File: src/rtl/riscv_mul_pkg.sv
// riscv_mul_pkg: shared constants and types for the multiply issue/writeback sequencer.
package riscv_mul_pkg;
  localparam logic [3:0] ALU_ADD  = 4'b0100;
  localparam logic [3:0] ALU_MULL = 4'b1100;
  localparam logic MUL_SEL_LO = 1'b0;
  localparam logic MUL_SEL_HI = 1'b1;
  typedef enum logic [2:0] {
    MUL_ST_IDLE,
    MUL_ST_LAUNCH,
    MUL_ST_WAIT,
    MUL_ST_DONE,
    MUL_ST_DRAIN
  } mul_st_e;
  typedef struct packed {
    logic [31:0] a;
    logic [31:0] b;
    logic        a_signed;
    logic        b_signed;
  } mul_tag_t;
  function automatic logic [31:0] sel_word(input logic [63:0] prod, input logic hi);
    return (hi == MUL_SEL_HI) ? prod[63:32] : prod[31:0];
  endfunction
endpackage

File: src/rtl/riscv_mul_prod_cache.sv
// riscv_mul_prod_cache: one-entry product store keyed on operands and signedness.
module riscv_mul_prod_cache
  import riscv_mul_pkg::*;
#(
  parameter bit CACHE_EN = 1'b1
) (
  input  logic        clk_i,
  input  logic        rst_i,
  input  logic        inv_i,
  input  logic        wr_i,
  input  mul_tag_t    wr_tag_i,
  input  logic [63:0] wr_prod_i,
  input  mul_tag_t    rd_tag_i,
  output logic        hit_o,
  output logic [63:0] prod_o
);
  logic        valid_q;
  mul_tag_t    tag_q;
  logic [63:0] prod_q;
  always_ff @(posedge clk_i) begin
    if (rst_i) begin
      valid_q <= 1'b0;
      tag_q   <= '0;
      prod_q  <= '0;
    end else if (inv_i) begin
      valid_q <= 1'b0;
    end else if (wr_i) begin
      valid_q <= 1'b1;
      tag_q   <= wr_tag_i;
      prod_q  <= wr_prod_i;
    end
  end
  assign hit_o  = CACHE_EN && valid_q && (rd_tag_i == tag_q);
  assign prod_o = prod_q;
endmodule

File: src/rtl/riscv_mul_issue_wb.sv
// riscv_mul_issue_wb: launches the EX multiplier, waits out its stall and hands
// the selected product word to writeback, reusing the last product when possible.
module riscv_mul_issue_wb
  import riscv_mul_pkg::*;
#(
  parameter int TIMEOUT_CYC = 40,
  parameter bit CACHE_EN    = 1'b1
) (
  input  logic        clk_i,
  input  logic        rst_i,
  input  logic        req_valid_i,
  output logic        req_ready_o,
  input  logic        req_hi_i,
  input  logic        req_a_signed_i,
  input  logic        req_b_signed_i,
  input  logic [31:0] req_a_i,
  input  logic [31:0] req_b_i,
  input  logic [4:0]  req_rd_i,
  output logic [3:0]  mul_op_o,
  output logic        mul_a_signed_o,
  output logic        mul_b_signed_o,
  output logic [31:0] mul_a_o,
  output logic [31:0] mul_b_o,
  input  logic [63:0] mul_res_i,
  input  logic        mul_stall_i,
  output logic        wb_valid_o,
  input  logic        wb_ready_i,
  output logic [4:0]  wb_rd_o,
  output logic [31:0] wb_data_o,
  output logic        wb_reused_o,
  input  logic        flush_i,
  output logic        timeout_o
);
  localparam int CW = $clog2(TIMEOUT_CYC + 1);
  mul_st_e     state_q, state_d;
  mul_tag_t    tag_q, req_tag;
  logic        hi_q, reused_q;
  logic [4:0]  rd_q;
  logic [31:0] data_q;
  logic [CW-1:0] cnt_q;
  logic        accept, hit, busy, capture, timeout;
  logic [63:0] cache_prod;
  assign req_tag     = '{a: req_a_i, b: req_b_i, a_signed: req_a_signed_i, b_signed: req_b_signed_i};
  assign req_ready_o = (state_q == MUL_ST_IDLE) && !flush_i;
  assign accept      = req_valid_i && req_ready_o;
  assign busy        = (state_q == MUL_ST_WAIT) || (state_q == MUL_ST_DRAIN);
  assign capture     = busy && !mul_stall_i;
  // A flush in WAIT wins over the watchdog; DRAIN ignores flush.
  assign timeout     = busy && mul_stall_i && (cnt_q == CW'(TIMEOUT_CYC - 1)) &&
                       !((state_q == MUL_ST_WAIT) && flush_i);
  riscv_mul_prod_cache #(.CACHE_EN(CACHE_EN)) u_cache (
    .clk_i    (clk_i),
    .rst_i    (rst_i),
    .inv_i    (timeout),
    .wr_i     (capture),
    .wr_tag_i (tag_q),
    .wr_prod_i(mul_res_i),
    .rd_tag_i (req_tag),
    .hit_o    (hit),
    .prod_o   (cache_prod)
  );
  always_comb begin
    state_d = state_q;
    case (state_q)
      MUL_ST_IDLE:   state_d = accept ? (hit ? MUL_ST_DONE : MUL_ST_LAUNCH) : MUL_ST_IDLE;
      MUL_ST_LAUNCH: state_d = flush_i ? MUL_ST_DRAIN : MUL_ST_WAIT;
      MUL_ST_WAIT:   state_d = flush_i ? MUL_ST_DRAIN : timeout ? MUL_ST_IDLE :
                               !mul_stall_i ? MUL_ST_DONE : MUL_ST_WAIT;
      MUL_ST_DONE:   state_d = (flush_i || wb_ready_i) ? MUL_ST_IDLE : MUL_ST_DONE;
      MUL_ST_DRAIN:  state_d = (timeout || !mul_stall_i) ? MUL_ST_IDLE : MUL_ST_DRAIN;
      default:       state_d = MUL_ST_IDLE;
    endcase
  end
  always_ff @(posedge clk_i) begin
    if (rst_i) begin
      state_q  <= MUL_ST_IDLE;
      tag_q    <= '0;
      hi_q     <= 1'b0;
      rd_q     <= '0;
      data_q   <= '0;
      reused_q <= 1'b0;
      cnt_q    <= '0;
    end else begin
      state_q <= state_d;
      cnt_q   <= busy ? cnt_q + 1'b1 : '0;
      if (accept) begin
        tag_q    <= req_tag;
        hi_q     <= req_hi_i;
        rd_q     <= req_rd_i;
        reused_q <= hit;
        if (hit) data_q <= sel_word(cache_prod, req_hi_i);
      end else if ((state_q == MUL_ST_WAIT) && capture && !flush_i) begin
        data_q <= sel_word(mul_res_i, hi_q);
      end
    end
  end
  assign mul_op_o       = (state_q == MUL_ST_LAUNCH) ? ALU_MULL : ALU_ADD;
  assign mul_a_o        = tag_q.a;
  assign mul_b_o        = tag_q.b;
  assign mul_a_signed_o = tag_q.a_signed;
  assign mul_b_signed_o = tag_q.b_signed;
  assign wb_valid_o     = (state_q == MUL_ST_DONE);
  assign wb_rd_o        = rd_q;
  assign wb_data_o      = data_q;
  assign wb_reused_o    = reused_q;
  assign timeout_o      = timeout;
endmodule

File: config.mk
export PLATFORM = sky130hd
export DESIGN_NAME = riscv_mul_issue_wb
export DESIGN_NICKNAME = d
export VERILOG_FILES = /design/src/rtl/riscv_mul_pkg.sv /design/src/rtl/riscv_mul_prod_cache.sv /design/src/rtl/riscv_mul_issue_wb.sv
export SDC_FILE = /design/constraint.sdc
export NUM_CORES = 1
export LEC_CHECK = 0
export ABC_CLOCK_PERIOD_IN_PS = 5450
export CAP_MARGIN = 20
export CORE_MARGIN = 1
export CORE_UTILIZATION = 40
export DETAILED_ROUTE_END_ITERATION = 12
export HOLD_SLACK_MARGIN = 0.02
export PLACE_DENSITY = 0.64
export SKIP_LAST_GASP = 1
export SLEW_MARGIN = 20
export SYNTH_ARGS = -nofsm -noshare
export SYNTH_HDL_FRONTEND = slang
export SYNTH_SLANG_ARGS = --single-unit
File: constraint.sdc
create_clock -name clk_i -period 5.45 [get_ports clk_i]
set_input_delay 1.09 -clock clk_i [delete_from_list [all_inputs] [get_ports clk_i]]
set_output_delay 1.09 -clock clk_i [all_outputs]
set_load 0.02 [all_outputs]
# --- After elaboration in Yosys (flattened, before gate mapping) ---
# Index checks and enable logic that the tools add are counted.
op_classes:
  add_sub_neg: 1
  eq_ne: 7
  mux: 15
  n_bitwise: 2
  n_reduce_logical: 22
ops:
  columns: ["cell", "count"]
  rows:
  - ["32-bit 2-to-1 mux", 5]
  - ["66-bit == test", 1]
  - ["3-bit one-hot mux with 5 select lines", 1]
  - ["1-bit logical AND", 10]
  - ["3-bit 2-to-1 mux", 3]
  - ["2-bit 2-to-1 mux", 4]
  - ["6-bit by 1-bit adder with 6-bit output (second input constant)", 1]
  - ["3-bit by 2-bit == test with 1-bit output (second input constant)", 2]
  - ["6-bit == test (second input constant)", 1]
  - ["4-bit 2-to-1 mux", 1]
  - ["2-bit AND reduction", 2]
  - ["2-bit OR reduction", 2]
  - ["3-bit by 1-bit == test with 1-bit output (second input constant)", 1]
  - ["3-bit == test (second input constant)", 1]
  - ["1-bit logical NOT", 3]
  - ["3-bit logical NOT", 1]
  - ["1-bit logical OR", 3]
  - ["2-bit by 1-bit inequality test with 1-bit output (second input constant)", 1]
  - ["1-bit NOT", 2]
  - ["2-bit nonzero test", 1]
  - ["1-bit 2-to-1 mux", 1]
totals:
  register_bits: 245
  inputBits: 142
  output_inout_bits: 111
  word_cells: 63

# --- Depth between registers and ports, before layout ---
logic_depth:
  ltp_word: 8
  mapped_depth: 8
  ltp_nobuf: 6

# --- Cells and area by module ---
# Synthesis repeated with hierarchy kept, for this count alone.
unflattened:
  cells_unflattened: 1270
  area_unflattened_um2: 10322.4
modules_own_cells:
  columns: ["module", "instances", "cells_each", "area_per_inst_um2", "seq_area_each_um2"]
  rows:
  - ["riscv_mul_prod_cache", 1, 665, 5206.2, 2622.5]
  - ["riscv_mul_issue_wb", 1, 605, 5116.2, 2282.2]

# --- Worst setup path before layout ---
# Ideal clock, no wire load.
synth_path:
  path_kind: "in2out"
  startpoint: "input port mul_stall_i"
  endpoint: "output port timeout_o"
  t_arrival_ps: 1956
  t_required_ps: 4360
  slack_ps: 2404
  stages: 4
  n_path_buf: 0
  cell_sequence: "nand2_1 -> nor3_1 -> nand3_1 -> a211oi_1"
synth_between:
  elab_chain_cells: 3
synth_lines:
  columns: ["item", "line", "rtl"]
  rows:
  - ["from (decl)", "riscv_mul_issue_wb.sv:25", "input logic mul_stall_i,"]
  - ["1-bit logical AND (3 in series)", "riscv_mul_issue_wb.sv:49", "assign timeout = busy && mul_stall_i && (cnt_q == CW'(TIMEOUT_CYC - 1)) &&"]
  - ["to (decl)", "riscv_mul_issue_wb.sv:32", "output logic timeout_o"]
# No other way between the ends.

# --- Final worst setup path ---
# Same ends and word-level chain as after synthesis.

==> metrics list <==
- Final setup viols: 0
* Clock tree from TritonCTS: done
- Traced cell by cell, the critical path runs through clkdlybuf4s50_1 > nand2_1 > nor3_1 > nand3_1 > a211oi_1 > clkdlybuf4s50_1.
- Across the VDD grid, the largest voltage drop is 0.182 mV.
* CTS clk-pin slew, worst paths: 0.06 ns
- Number of iterations in the first detailed-routing pass: 7
- For this run, design rule violations remaining after detail routing come to 0.
* Layout Area Growth over Synthesis: 33.3%
* Setup Total Neg Slack: 0 ns
* Clock Tree Root: sky130_fd_sc_hd__clkbuf_16
- The floorplan step defined a die boundary enclosing 27,000 sq um.
- Once placement completed, the tool counted placed cells totaling 1,819.
- Of the available clock period, the critical path in the final layout requires 0.764.
* Pre-CTS setup slack: 1.13 ns
- First-pass GRT wire length: 50.6 mm
* Yosys reg bits: 245
* Largest net degree at the start of global routing: 84
- Buffers added to address setup during post-CTS repair amount to 0.
* Post-layout net count: 1,661
- Core footprint: 25,500 sq um
- Buffers inserted to repair hold after CTS numbered 0.
* Primary FF master, synth: sky130_fd_sc_hd__dfxtp_1
- CP endpoint kind: primary output
* Non-filler cells, final: 1,867
- Critical path peak fanout: 6
- The number of cells on the worst reg-to-reg path is 6.
* Final period demand of the worst path: 4.17 ns
* Req. time, crit path: 4.36 ns
* Unrepaired setup endpoints after global routing: no
* Number of max-capacitance violations reported: 0
- The synthesized design contains 0 enable-type register cells.
- Of the post-synthesis cell area, the dominant cell type holds 0.466.
* Most used cell along the critical path: sky130_fd_sc_hd__clkdlybuf4s50_1
* Type of element launching the critical path: input pin
* Post-CTS sizing: 0
* Net Sw Power: 1.03 mW
* Syn. warnings: 0
* Internal power: 3.18 mW
- After synthesis, the netlist uses 43 different library cells.
- Among cell families on the critical path, the largest total delay comes from buffers and inverters.
- Detailed placement ended at an HPWL of 22.1 mm.
* Count of antenna-violating nets left after detailed routing: 0
- Combined buffer and inverter count along the critical path: 2
* Total congestion overflow: 0
- Final Max Tran Viols: 0
- GP Congestion: 0.926
- Ys async rst share: 0
* Most instantiated cells after synthesis: sky130_fd_sc_hd__nand2_1 (412), sky130_fd_sc_hd__dfxtp_1 (245), sky130_fd_sc_hd__a21oi_1 (238), sky130_fd_sc_hd__clkbuf_1 (85), sky130_fd_sc_hd__nor2b_1 (67)
- Wirelength per Cell: 17.6 microns
- Outcome: complete, no violations
- Number of failing hold endpoints at the final stage: 0
* # port buffers: 249
- The number of antenna violations at the first check in global routing was 2.
* Filler Cells Inserted: 2,366
- Areal power density over the cells: 300 nW/um^2
- Switching share of power: 0.244
- Counting buffers and inverters, the worst setup path is 6 cells deep.
* Row count: 58
* TritonCTS sink count: 245
- Origin of the worst setup path: mul_stall_i
- The number of global-route vias before repair was 9,111.
* Overall Global Routing Usage: 0.239
* Post-Syn Area: 10,500 sq um
- After the first detailed-routing iteration, the DRC count stood at 733.
- Summed over all instances, the cell type with the most area after synthesis is sky130_fd_sc_hd__dfxtp_1.
- Master of the slowest instance on the critical path: sky130_fd_sc_hd__clkdlybuf4s50_1
* Sequential area share after synthesis: 0.466
- In this run the critical register-to-register path is launched from state_q[0].
* Kind of path behind the tightest hold check: reg2reg
- Of the total power, the clock network draws 0.442.
- Reg power frac: 0.444
* Critical path's largest stage delay: 0.70 ns
* Clk_lat worst skew: 0.53 ns
* Width of the die: 164 microns
- During I/O placement, the number of pins put on the boundary was 253.
- Across all register-to-register paths, the minimum setup slack is 2.14 ns.
- Worst-case setup margin in the final layout: 1.28 ns
- Vias per inst: 5.26
- The longest clock path from root to sink contains 3 buffers.
* Total number of vias: 9,828
- TritonCTS Buffers: 27
- Worst slew slack as a fraction of its limit: 0.370
- For the worst setup path, the data arrival time is 3.08 ns.
- Summed over all cells, the static leakage comes to 4.69 nW.
- Transition time of the tightest slew-check pin: 0.945 ns
* Post-Syn Area per Cell: 7.92 sq um
* R2R Path End: wb_data_o[30]
- The critical path is of the in2out type.
* Most frequent cell after synthesis: sky130_fd_sc_hd__nand2_1
* Endpoint of the worst setup timing path: timeout_o
- Total Routed Length: 32.9 mm
* Total power after layout: 4.20 mW
- Of the cells placed in the final design, the portion with a size suffix greater than 1 is 0.0436.
* Area contributors post-synth: sky130_fd_sc_hd__dfxtp_1 (47%), sky130_fd_sc_hd__nand2_1 (15%), sky130_fd_sc_hd__a21oi_1 (11%)
- The floorplan step set the die height to 164 microns.
* Number of cells produced by synthesis: 1,328
- In this run the number of H-tree levels came out at 1.
* Initial Utilization: 0.413
- Combinational Power Share: 0.115
- Clock skew on the completed layout was measured at 0.0175 ns.
* Maximum achievable frequency: 0.240 GHz
==> worst reg2reg max path, cell delays in order (launching register included) <==
cell and delay [ns]:
sky130_fd_sc_hd__dfxtp_1 0.45, sky130_fd_sc_hd__nor4_1 0.65, sky130_fd_sc_hd__and2_2 0.69, sky130_fd_sc_hd__nand3_1 0.25, sky130_fd_sc_hd__nor4_2 0.27, sky130_fd_sc_hd__a22o_2 0.68
sky130_fd_sc_hd__a22o_1 0.27
==> power by group through the flow <==
stage / Sequential, mW / Clock [mW] / Combinational (mW)
global route: 1.87 / 1.97 / 0.519
detailed placement: 1.90 / 0 / 0.481
floorplan: 1.93 / 0 / 0.205
finish: 1.87 / 1.86 / 0.482
CTS: 1.86 / 1.89 / 0.484
global placement: 1.91 / 0 / 0.475
==> registers in the layout (all words and copies together) (netlist names) <==
name / flops
cnt_q: 6
wb_rd_o: 5
mul_a_signed_o: 1
hi_q: 1
wb_data_o: 32
mul_a_o: 32
u_cache.valid_q: 1
u_cache.tag_q: 66
wb_reused_o: 1
state_q: 3
mul_b_o: 32
u_cache.prod_o: 64
mul_b_signed_o: 1
==> logic make-up after synthesis <==
kind of cell,after synthesis,synth area share
AND/OR/NAND/NOR,576,0.243
AO/OA/AOI/OAI,313,0.172
flip-flops,245,0.466
buffers and inverters,107,0.0435
XOR/XNOR,51,0.0424
multiplexers,33,0.0314
other,2,0.000714
adder cells (fa/ha/maj),1,0.00119
==> cell type report <==
| class | instances | area (sq um) | area share |
|---|---|---|---|
| antenna | 1 | 2.50 | 0.000178 |
| clock buffer | 38 | 777 | 0.0554 |
| clock inverter | 9 | 130 | 0.00928 |
| inverter | 8 | 30.0 | 0.00214 |
| multi-input combinational | 977 | 5190 | 0.370 |
| sequential | 245 | 4910 | 0.350 |
| tap | 330 | 413 | 0.0294 |
| timing repair buffer | 259 | 2580 | 0.184 |
==> through the flow <==
step	area (sq um)	util	hold WS (ns)
detailed placement	13100	0.515	0.442
global route	14000	0.551	0.469
floorplan	10500	-	0.418
finish	14000	0.551	0.447
global placement	13100	0.514	0.427
CTS	14000	0.550	0.450
==> worst min path at each step <==
| stage | from | endpoint | depth (start not counted) |
|---|---|---|---|
| after floorplan | cnt_q[0] | cnt_q[0] | 1 |
| after global placement | cnt_q[0] | cnt_q[0] | 1 |
| after detailed placement | u_cache.prod_o[7] | u_cache.prod_o[7] | 2 |
| after CTS | u_cache.prod_o[7] | u_cache.prod_o[7] | 2 |
| after global routing | u_cache.prod_o[46] | u_cache.prod_o[46] | 2 |
| final | u_cache.prod_o[31] | u_cache.prod_o[31] | 2 |
==> cells in the final DEF (no fill, tap or decap), types with 3 or more instances in the layout <==
cell,instances
sky130_fd_sc_hd__clkinvlp_4,4
sky130_fd_sc_hd__clkbuf_16,27
sky130_fd_sc_hd__nand4_1,12
sky130_fd_sc_hd__bufinv_16,3
sky130_fd_sc_hd__or3_1,4
sky130_fd_sc_hd__nand3_1,11
sky130_fd_sc_hd__nand2_1,411
sky130_fd_sc_hd__conb_1,3
sky130_fd_sc_hd__mux2i_1,33
sky130_fd_sc_hd__nor2b_1,67
sky130_fd_sc_hd__a211oi_1,33
sky130_fd_sc_hd__dfxtp_1,244
sky130_fd_sc_hd__xor2_1,32
sky130_fd_sc_hd__nand2b_1,7
sky130_fd_sc_hd__a22o_1,31
sky130_fd_sc_hd__nor2_1,14
sky130_fd_sc_hd__nor3_1,9
sky130_fd_sc_hd__clkbuf_8,6
sky130_fd_sc_hd__clkdlybuf4s50_1,247
sky130_fd_sc_hd__inv_1,8
sky130_fd_sc_hd__a21oi_1,238
sky130_fd_sc_hd__xnor2_1,19
sky130_fd_sc_hd__nor4_1,22
sky130_fd_sc_hd__clkbuf_1,5
sky130_fd_sc_hd__a2111oi_0,3
sky130_fd_sc_hd__buf_4,9
==> per-layer routing <==
| metal | GRT usage | wire, microns |
|---|---|---|
| met5 | 0 | 12 |
| met4 | 0.0715 | 891 |
| met3 | 0.0444 | 2180 |
| met2 | 0.387 | 15100 |
| met1 | 0.321 | 14700 |
No activity file was read; power rests on OpenSTA's default activity.
